$ cat src/rtl/fetch_tracer.sv
// Passive instruction-fetch tracer: follows the 8-clock bus cycle from sync,
// rebuilds each ROM fetch address/opcode and queues one 32-bit record per fetch.
module fetch_tracer #(
  parameter int DEPTH = 8
) (
  input  logic        clock,
  input  logic        reset_n,
  input  logic        halt,
  input  logic        enable,
  input  logic [3:0]  data,
  input  logic        sync,
  input  logic        rom_cmd,
  output logic        rec_valid,
  output logic [31:0] rec_data,
  input  logic        rec_ready,
  output logic        overflow,
  output logic [7:0]  drop_count,
  input  logic        clear
);

  localparam int AW = $clog2(DEPTH);
  localparam logic [AW:0]   FULL_CNT = (AW+1)'(DEPTH);
  localparam logic [AW:0]   CNT_ONE  = (AW+1)'(1);
  localparam logic [AW-1:0] PTR_ONE  = AW'(1);

  typedef enum logic [3:0] {
    ST_UNSYNC, ST_A1, ST_A2, ST_A3, ST_M1, ST_M2, ST_X1, ST_X2, ST_X3
  } state_t;

  state_t        state_q;
  logic [11:0]   addr_q;
  logic [3:0]    opc_hi_q;
  logic          cmd_q;
  logic [7:0]    seq_q, seq_d;
  logic          overflow_q, overflow_d;
  logic [7:0]    drop_q, drop_d;
  logic [31:0]   mem_q [DEPTH];
  logic [AW-1:0] wr_ptr_q, rd_ptr_q;
  logic [AW:0]   count_q, count_d;

  logic          run, commit, pop, has_space, push, drop;
  logic [31:0]   record;

  function automatic logic [7:0] sat_inc8(input logic [7:0] v);
    return (v == 8'hFF) ? v : v + 8'd1;
  endfunction

  assign run       = !halt;
  assign commit    = run && (state_q == ST_M2) && enable;
  assign pop       = rec_valid && rec_ready;
  // A pop on the same edge frees the slot the push needs.
  assign has_space = (count_q != FULL_CNT) || pop;
  assign push      = commit && has_space;
  assign drop      = commit && !has_space;
  assign record    = {cmd_q, 3'b000, addr_q, opc_hi_q, data, seq_q};

  always_comb begin
    seq_d      = seq_q;
    overflow_d = overflow_q;
    drop_d     = drop_q;
    if (clear) begin
      seq_d      = 8'd0;
      overflow_d = 1'b0;
      drop_d     = 8'd0;
    end else begin
      if (commit) seq_d = seq_q + 8'd1;
      if (drop) begin
        overflow_d = 1'b1;
        drop_d     = sat_inc8(drop_q);
      end
    end
  end

  always_comb begin
    count_d = count_q;
    case ({push, pop})
      2'b10:   count_d = count_q + CNT_ONE;
      2'b01:   count_d = count_q - CNT_ONE;
      default: count_d = count_q;
    endcase
  end

  always_ff @(posedge clock or negedge reset_n) begin
    if (!reset_n) begin
      state_q    <= ST_UNSYNC;
      seq_q      <= 8'd0;
      overflow_q <= 1'b0;
      drop_q     <= 8'd0;
      wr_ptr_q   <= '0;
      rd_ptr_q   <= '0;
      count_q    <= '0;
    end else begin
      if (run) begin
        if (sync) begin
          state_q <= ST_A1;
        end else begin
          case (state_q)
            ST_A1:   state_q <= ST_A2;
            ST_A2:   state_q <= ST_A3;
            ST_A3:   state_q <= ST_M1;
            ST_M1:   state_q <= ST_M2;
            ST_M2:   state_q <= ST_X1;
            ST_X1:   state_q <= ST_X2;
            ST_X2:   state_q <= ST_X3;
            default: state_q <= ST_UNSYNC;
          endcase
        end
      end
      seq_q      <= seq_d;
      overflow_q <= overflow_d;
      drop_q     <= drop_d;
      count_q    <= count_d;
      if (push) wr_ptr_q <= wr_ptr_q + PTR_ONE;
      if (pop)  rd_ptr_q <= rd_ptr_q + PTR_ONE;
    end
  end

  // Captured fields and FIFO storage carry no reset; validity lives in the control state.
  always_ff @(posedge clock) begin
    if (run) begin
      case (state_q)
        ST_A1:   addr_q[3:0]  <= data;
        ST_A2:   addr_q[7:4]  <= data;
        ST_A3: begin
          addr_q[11:8] <= data;
          cmd_q        <= rom_cmd;
        end
        ST_M1:   opc_hi_q     <= data;
        default: ;
      endcase
    end
    if (push) mem_q[wr_ptr_q] <= record;
  end

  assign rec_valid  = (count_q != '0);
  assign rec_data   = rec_valid ? mem_q[rd_ptr_q] : 32'h0;
  assign overflow   = overflow_q;
  assign drop_count = drop_q;

endmodule

$ cat config.mk
export PLATFORM = sky130hd
export DESIGN_NAME = fetch_tracer
export DESIGN_NICKNAME = d
export VERILOG_FILES = /design/src/rtl/fetch_tracer.sv
export SDC_FILE = /design/constraint.sdc
export NUM_CORES = 1
export LEC_CHECK = 0
export BUFFER_PORTS_ARGS = -buffer_cell sky130_fd_sc_hd__buf_2
export CAP_MARGIN = 20
export CORE_MARGIN = 2
export CORE_UTILIZATION = 55
export DETAILED_ROUTE_END_ITERATION = 8
export PLACE_DENSITY_LB_ADDON = 0.12
export RECOVER_POWER = 50
export SLEW_MARGIN = 20
export SYNTH_ARGS = -nofsm -noshare
export SYNTH_HDL_FRONTEND = slang
export SYNTH_SLANG_ARGS = --single-unit
$ cat constraint.sdc
create_clock -name clock -period 12.3 [get_ports clock]
set_input_delay 1.845 -clock clock [delete_from_list [all_inputs] [get_ports clock]]
set_output_delay 1.845 -clock clock [all_outputs]
set_load 0.005 [all_outputs]
==> results.cfg, run 1 <==
[run_status]
status = complete, but fails checks
violations = capacitance limit, slew limit

[synth]
synth_commonest_cells = edfxtp_1 (249), mux4_2 (58), nor2_1 (47), dfrtp_1 (31), mux2i_1 (30)
ys_seq_area_share_pct = 74.4
yosys.area.top_type_share_pct = 67.4
syn_inst = 571
ys_top_cells_by_area = edfxtp_1 (67%), mux4_2 (12%), dfrtp_1 (7.0%), mux2i_1 (2.7%), nor2_1 (1.6%)
synth.distinct_cells = 48
synth_largest_area_cell = edfxtp_1
synth_edf_count = 249
async_flop_share_pct = 11.1
syn_avg_cell_area_um2 = 19.4
synth_area_mm2 = 0.0111
synth_ff_type = edfxtp_1
ys.warnings.count = 0
yosysMostFrequentCell = edfxtp_1
postSynthRegisterBits = 280

[detailed_routing]
drt_pass1_iterations = 7
routed-wl-met2_mm = 10.7
viasPerCell = 5.92
detail-route-antenna-nets = 0
drc = 0
drt_iter0_drc = 456
drt-met1-wl_mm = 8.84
wl_per_cell_um = 22.9
via_count = 5433
highest_layer = met4
drt_wl_total_mm = 21.0
route.met3.wl_mm = 1.08

[clocking]
cts.sinks = 280
path_clk_slew_ns = 0.06
post_cts_resize_count = 0
cts_max_level = 1
hold_buffers = 0
root_buffer = clkbuf_16
post_cts_buffers = 0
cts_tree = done
clkLatencyLatePin_ns = 0.52
cts_made_buffers = 27
cts_max_path_buffers = 3

[timing]
fin_crit_sh_pct = 39.7
tightest_slew_ns = 1.68
hold_violations = 0
setup_slack_ns = 7.42
setup_tns_ns = 0
period_minus_slack_ns = 4.88
maxSlewViolCount = 32
setup_violations = 0
slew_headroom_pct = -11.9
fmax_mhz = 205
rsz0062_at_grt = no
skew_ns = 0.00844

[cells_and_area]
drive_above_1_share_pct = 25.9
multi_input_area_mm2 = 0.00270
num-fill-cells = 1411
ff_latch_area_mm2 = 0.00826
syn_to_final_growth_pct = 12.4
diodes = 0
final_util_pct = 63.4
finalNetCount = 651

[placement]
place_congestion = 0.743
dpl.hpwl_mm = 11.7
port_buffers = 50
dp_slack_ns = 7.60

[worst_setup_path]
r2r_setup_slack_ns = 8.83
cp_slowest_cell = dfrtp_4
cp-start-kind = register
worstPathMaxFanout = 32
end_kind = primary output
cp_top_family = flip-flops
crit_arrival_ns = 3.04
slowest_delay_ns = 0.84
path_cells = buf_4, mux4_2, mux2i_1, nor2_1, buf_2
critical_path_required_ns = 10.45
critPathBufInv = 2
worstSetupPathType = reg -> out

[die]
initial_core_util_pct = 56.5
core_area_mm2 = 0.0197
io_pins = 54
die_y_um = 146
die_x_um = 146
fp-row-count = 51
die_area_mm2 = 0.0213

[pwr]
irDropWorstVdd_mv = 0.128
leakage_nw = 4.29
p_total_mw = 2.50
power_density_mw_per_mm2 = 200

[global_routing]
grt_overflow_total = 0
grt_use_total_pct = 20.2
grt_pass1_wl_mm = 32.7
grt_max_degree = 61
antenna_found_initial = 0
grt_pass1_vias = 5657

[worst_hold_path]
min_path_type = reg -> reg

[flow_run]
max_cap_violations = 1
[report_power, final]
part	switching, mW	total (mW)	internal (mW)
Combinational	0.200	0.505	0.305
Sequential	0.150	1.22	1.07
Clock	0.330	0.773	0.443
Total	0.679	2.50	1.82
[cell usage in the layout, fill, tap and decap left out, types with 9 or more instances in the layout]
cell type	instances
nand2_1	10
mux4_2	58
clkbuf_16	27
edfxtp_1	249
nor2_1	46
a21oi_1	9
buf_4	11
clkbuf_1	12
dfrtp_1	28
mux2i_1	30
buf_2	43
[sequential cells by signal, indices dropped and copies added, names as in the netlist]
register	count
addr_q	12
cmd_q	1
count_q	4
drop_count	8
mem_q	232
opc_hi_q	4
overflow	1
rd_ptr_q	3
seq_q	8
state_q	4
wr_ptr_q	3
[layout make-up]
| cell class | count | area share, % |
|---|---|---|
| clock buffers | 32 | 5.57 |
| clock inverters | 17 | 1.06 |
| inverters | 7 | 0.231 |
| multi-input cells | 255 | 21.6 |
| flip-flops and latches | 280 | 66.3 |
| well taps | 265 | 2.66 |
| repair buffers | 61 | 2.60 |
[kinds of logic after synthesis]
group | synth area share (%)
muxes | 15.0
AOI/OAI and AO/OA | 1.85
xor gates and xnor gates | 1.18
DFF | 74.4
and+or+nand+nor | 5.13
buffers and inverters | 1.65
other | 0.0338
adders and majority gates | 0.789
[path summary, 6_finish.rpt]
check,from,to,cells past startpoint
setup / recovery,rd_ptr_q[0]$_DFFE_PN0P_,rec_data[21],5
hold / removal,count_q[3]$_DFFE_PN0P_,count_q[3]$_DFFE_PN0P_,1
setup reg to reg,state_q[3]$_DFFE_PN0N_,mem_q[1][11]$_DFFE_PP_,5
hold reg to reg,count_q[3]$_DFFE_PN0P_,count_q[3]$_DFFE_PN0P_,1
max in group asynchronous,reset_n,rd_ptr_q[1]$_DFFE_PN0P_,1
min in group asynchronous,reset_n,count_q[1]$_DFFE_PN0P_,1
[metrics by stage]
| stage | area (µm²) | instances | hold slack [ns] |
|---|---|---|---|
| after floorplan | 11100 | 573 | 0.456 |
| after global placement | 11700 | 868 | 0.501 |
| after detailed placement | 11700 | 868 | 0.508 |
| after CTS | 12500 | 917 | 0.520 |
| after global routing | 12500 | 917 | 0.530 |
| final | 12500 | 917 | 0.513 |
[metal layers]
metal	vias to the layer above	track usage (%)
li1	2398	-
met1	2867	28.1
met5	-	0
met3	29	2.88
met4	0	4.56
met2	139	34.5
(Power assumes the default switching activity.)
==> run 2: changes to the inputs <==
ABC_AREA = 1   (was default)
clock period = 4.2 ns   (was 12.3 ns; I/O delays follow)
==> results.cfg, run 2 <==
[run_status]
status = complete, but fails checks
violations = capacitance limit, slew limit

[worst_setup_path]
timing.rr.start = state_q[3]$_DFFE_PN0N_
worstSetupPathType = reg -> out
end_kind = primary output
worstPathMaxFanout = 49
critical_path_required_ns = 3.57
crit_start = rd_ptr_q[1]$_DFFE_PN0P_
crit_arrival_ns = 2.84
cp-start-kind = register

[timing]
tightest_slew_ns = 1.71
maxSlewViolCount = 32
fmax_mhz = 288
rsz0062_at_grt = no
slew_headroom_pct = -14.2
whs_ns = 0.360
setup_violations = 0
period_minus_slack_ns = 3.47
setup_slack_ns = 0.727
skew_ns = 0.0182
fin_crit_sh_pct = 82.7
hold_violations = 0
setup_tns_ns = 0

[placement]
dp_slack_ns = 1.23
port_buffers = 50
place_congestion = 0.730
dpl.hpwl_mm = 13.4

[global_routing]
grt_pass1_vias = 6853
antenna_found_initial = 0
grt_use_total_pct = 21.5
grt_overflow_total = 0
grt_pass1_wl_mm = 36.9
grt_max_degree = 81

[pwr]
leakage_nw = 4.67
power_density_mw_per_mm2 = 626
irDropWorstVdd_mv = 0.427

[detailed_routing]
detail-route-antenna-nets = 0
via_count = 7197
drt_wl_total_mm = 23.5
viasPerCell = 5.55
drt_pass1_iterations = 5
drc = 0
wl_per_cell_um = 18.1
drt_iter0_drc = 506

[clocking]
path_clk_slew_ns = 0.06
cts_tree = done
cts_made_buffers = 28
cts_max_path_buffers = 3
root_buffer = clkbuf_16
hold_buffers = 0
post_cts_buffers = 0
cts.sinks = 280
cts_max_level = 1
clkLatencyLatePin_ns = 0.54
post_cts_resize_count = 0

[synth]
synth.distinct_cells = 35
synth_largest_area_cell = edfxtp_1
postSynthRegisterBits = 280
ys_seq_area_share_pct = 71.5
async_flop_share_pct = 11.1
ys.warnings.count = 0
synth_edf_count = 249
synth_commonest_cells = edfxtp_1 (249), nor2_1 (232), nand2_1 (100), o21ai_0 (78), o21ai_1 (54)
synth_area_mm2 = 0.0115
yosysMostFrequentCell = edfxtp_1
syn_avg_cell_area_um2 = 12.0
ys_top_cells_by_area = edfxtp_1 (65%), nor2_1 (7.5%), dfrtp_1 (6.7%), o21ai_0 (3.4%), nand2_1 (3.3%)
syn_inst = 962
yosys.area.top_type_share_pct = 64.8
synth_ff_type = edfxtp_1

[die]
die_area_mm2 = 0.0221
core_area_mm2 = 0.0204
die_y_um = 149
initial_core_util_pct = 56.5
fp-row-count = 52
die_x_um = 149
io_pins = 54

[cells_and_area]
diodes = 0
max_flop_register = mem_q
syn_to_final_growth_pct = 11.5
finalNetCount = 1024
final_common_cell = edfxtp_1
largestRegisters = mem_q: 232 flops, addr_q: 12 flops
largest_reg_flops = 232
drive_above_1_share_pct = 13.0
num-fill-cells = 1618
final_cell_mix = edfxtp_1 (249), nor2_1 (231), nand2_1 (100), o21ai_0 (82), o21ai_1 (50)

[worst_hold_path]
min_path_type = in -> reg
worstHoldStart = rom_cmd

[flow_run]
max_cap_violations = 1
-- run 2: per-layer routing --
metal / GRT usage (%) / share of wire [%] / vias up
li1: - / - / 3475
met1: 30.6 / 45 / 3498
met2: 35.0 / 47 / 190
met3: 3.94 / 5.8 / 34
met4: 5.24 / 1.6 / 0
met5: 0 / 0 / -
-- run 2: cell families (layout without fill, tap and decap cells) --
kind of cell / count (synthesis) / count (layout) / share of synthesized area (%)
flip-flops: 280 / 280 / 71.5
AND/OR/NAND/NOR: 381 / 381 / 13.6
AO/OA/AOI/OAI: 197 / 197 / 9.57
XOR/XNOR: 8 / 8 / 0.607
adder cells (fa/ha/maj): 7 / 7 / 0.759
buffers and inverters: 88 / 151 / 3.87
other: 1 / 3 / 0.0325
-- run 2: path summary, 6_finish.rpt --
| check | to | slack (ns) | cells past startpoint |
|---|---|---|---|
| worst max-delay path | rec_data[11] | 0.73 | 6 |
| worst min-delay path | cmd_q$_DFFE_PP_ | 0.36 | 1 |
| worst max register to register | mem_q[5][20]$_DFFE_PP_ | 0.73 | 7 |
| worst min register to register | overflow$_DFFE_PN0P_ | 0.52 | 2 |
| max in group asynchronous | rd_ptr_q[0]$_DFFE_PN0P_ | 2.45 | 1 |
| min in group asynchronous | state_q[0]$_DFFE_PN0N_ | 0.53 | 1 |
-- run 2: layout make-up --
| type | instances | area (µm²) | share of cell area, % |
|---|---|---|---|
| inverters | 34 | 130 | 1.01 |
| flip-flops and latches | 280 | 8260 | 64.2 |
| clock buffers | 34 | 744 | 5.79 |
| repair buffers | 65 | 355 | 2.76 |
| multi-input cells | 596 | 2860 | 22.3 |
| clock inverters | 18 | 175 | 1.36 |
| well taps | 270 | 338 | 2.63 |
-- run 2: critical path: stages, from the launching register on --
cell and delay, ns:
dfrtp_2 0.97, buf_4 0.53, o21ai_0 0.17, o211ai_1 0.22, nand2_1 0.10, nor2_1 0.16
buf_2 0.14
-- run 2: where the power goes --
part           switching (mW)  leakage (nW)  internal (mW)  total [mW]
combinational            1.39          1.54          0.836        2.22
clock                    1.02         0.449           1.45        2.46
sequential              0.268          2.68           3.09        3.36
total                    2.67          4.67           5.38        8.05
-- run 2: through the flow --
stage	area (µm²)	total power, mW	cells	util, %
CTS	12900	8.12	1297	63.2
global placement	12000	5.63	1245	58.7
global route	12900	8.52	1297	63.0
finish	12900	8.05	1297	63.0
floorplan	11500	4.96	964	-
detailed placement	12000	5.66	1245	58.7
==> run 3: changes to the inputs <==
clock period = 3.1 ns   (was 4.2 ns; I/O delays follow)
==> results.cfg, run 3 (synthesis results as in run 2) <==
[placement]
dp_slack_ns = 0.633
dpl.hpwl_mm = 13.9
port_buffers = 50
place_area_mm2 = 0.0121
place_congestion = 0.748

[timing]
setup_violations = 0
tightest_slew_ns = 1.75
skew_ns = 0.0104
fin_crit_sh_pct = 94.4
rsz0062_at_grt = no
slew_headroom_pct = -16.4
setup_slack_ns = 0.175
whs_ns = 0.142
period_minus_slack_ns = 2.93
fmax_mhz = 342
hold_violations = 0
setup_tns_ns = 0
maxSlewViolCount = 32

[clocking]
cts.sinks = 280
post_cts_buffers = 0
hold_buffers = 0
clkLatencyLatePin_ns = 0.53
cts_max_path_buffers = 3
cts_tree = done
cts_made_buffers = 28
root_buffer = clkbuf_16
cts_max_level = 1
path_clk_slew_ns = 0.06
post_cts_resize_count = 0

[cells_and_area]
drive_above_1_share_pct = 13.1
final_common_cell = edfxtp_1
finalNetCount = 1031
max_flop_register = mem_q
largestRegisters = mem_q: 232 flops, addr_q: 12 flops
largest_reg_flops = 232
num-fill-cells = 1596
syn_to_final_growth_pct = 12.6
diodes = 0
final_cell_mix = edfxtp_1 (249), nor2_1 (231), nand2_1 (101), o21ai_0 (81), o21ai_1 (51)
design_area_mm2 = 0.0130

[worst_setup_path]
cp-start-kind = register
cp_slowest_cell = dfrtp_2
critical_path_required_ns = 2.63
worstSetupPathType = reg -> out
path_cells = buf_4, o21ai_0, o211ai_1, nand2_1, nor2_1, buf_2
worstPathMaxFanout = 31
slowest_delay_ns = 0.76
crit_arrival_ns = 2.46
cp_top_family = flip-flops
critPathBufInv = 2
end_kind = primary output

[detailed_routing]
via_count = 7214
routed-wl-met2_mm = 10.9
route.met3.wl_mm = 1.29
drt_iter0_drc = 585
drt_pass1_iterations = 4
drc = 0
wl_per_cell_um = 17.9
detail-route-antenna-nets = 0
highest_layer = met4
viasPerCell = 5.53
drt-met1-wl_mm = 10.8
drt_wl_total_mm = 23.3

[run_status]
status = complete, but fails checks
violations = capacitance limit, slew limit

[die]
io_pins = 54
fp-row-count = 52
initial_core_util_pct = 56.5
die_x_um = 149
die_area_mm2 = 0.0221
core_area_mm2 = 0.0204
die_y_um = 149

[worst_hold_path]
min_path_type = in -> reg

[pwr]
power_density_mw_per_mm2 = 853
leakage_nw = 4.75
irDropWorstVdd_mv = 0.571

[global_routing]
grt_use_total_pct = 21.6
grt_overflow_total = 0
grt_max_degree = 72
grt_pass1_vias = 6894
antenna_found_initial = 0
grt_pass1_wl_mm = 37.3

[flow_run]
max_cap_violations = 1
==> run 3: changes by cell type in the layout (fill, tap and decap cells not counted), moves of 2 or more <==
cell        before  now
clkbuf_1        11   15
clkinv_2        11    3
clkinvlp_4       4    2
clkbuf_8         0    4
buf_4           15   20
buf_12           0    2
==> run 3: final timing paths <==
check / end / cells after the start / start / slack (ns)
min in group asynchronous: state_q[0]$_DFFE_PN0N_ / 1 / reset_n / 0.39
setup / recovery: rec_data[8] / 6 / rd_ptr_q[1]$_DFFE_PN0P_ / 0.17
setup reg to reg: mem_q[3][13]$_DFFE_PP_ / 8 / state_q[3]$_DFFE_PN0N_ / 0.63
hold / removal: cmd_q$_DFFE_PP_ / 1 / rom_cmd / 0.14
max in group asynchronous: rd_ptr_q[0]$_DFFE_PN0P_ / 1 / reset_n / 1.47
hold reg to reg: overflow$_DFFE_PN0P_ / 2 / overflow$_DFFE_PN0P_ / 0.51
==> run 3: area by class of cell <==
cell class / count / area [µm²] / area share, %
Clock buffer: 41 / 790 / 6.08
Clock inverter: 11 / 175 / 1.35
Inverter: 34 / 130 / 1.00
Multi-Input combinational cell: 596 / 2870 / 22.1
Sequential cell: 280 / 8260 / 63.6
Tap cell: 270 / 338 / 2.60
Timing Repair Buffer: 72 / 433 / 3.33
==> run 3: power by group <==
group          total (mW)  internal [mW]  switching (mW)
registers            4.41           4.20           0.216
logic                3.20           1.18            2.02
clock network        3.48           2.10            1.37
==> run 3: worst reg2reg max path, stage by stage, from the launching register on <==
cell and delay (ns):
dfrtp_1 0.41, nor2_1 0.19, nand2_1 0.17, nor2_8 0.22, inv_1 0.06, nor2_1 0.23, nand2_1 0.29, nor2_4 0.14
buf_4 0.39
==> run 3: through the flow <==
stage	utilization (%)	power, mW	instances
2_1_floorplan	-	6.72	964
3_3_place_gp	59.0	7.67	1252
3_5_place_dp	59.0	7.72	1252
4_1_cts	63.8	11.2	1304
5_1_grt	63.6	11.8	1304
6_report	63.6	11.1	1304
==> run 3: routing by layer <==
metal | GRT usage (%) | vias up
li1 | - | 3495
met1 | 31.5 | 3507
met2 | 34.8 | 184
met4 | 4.67 | 0
met5 | 0 | -
met3 | 3.58 | 28
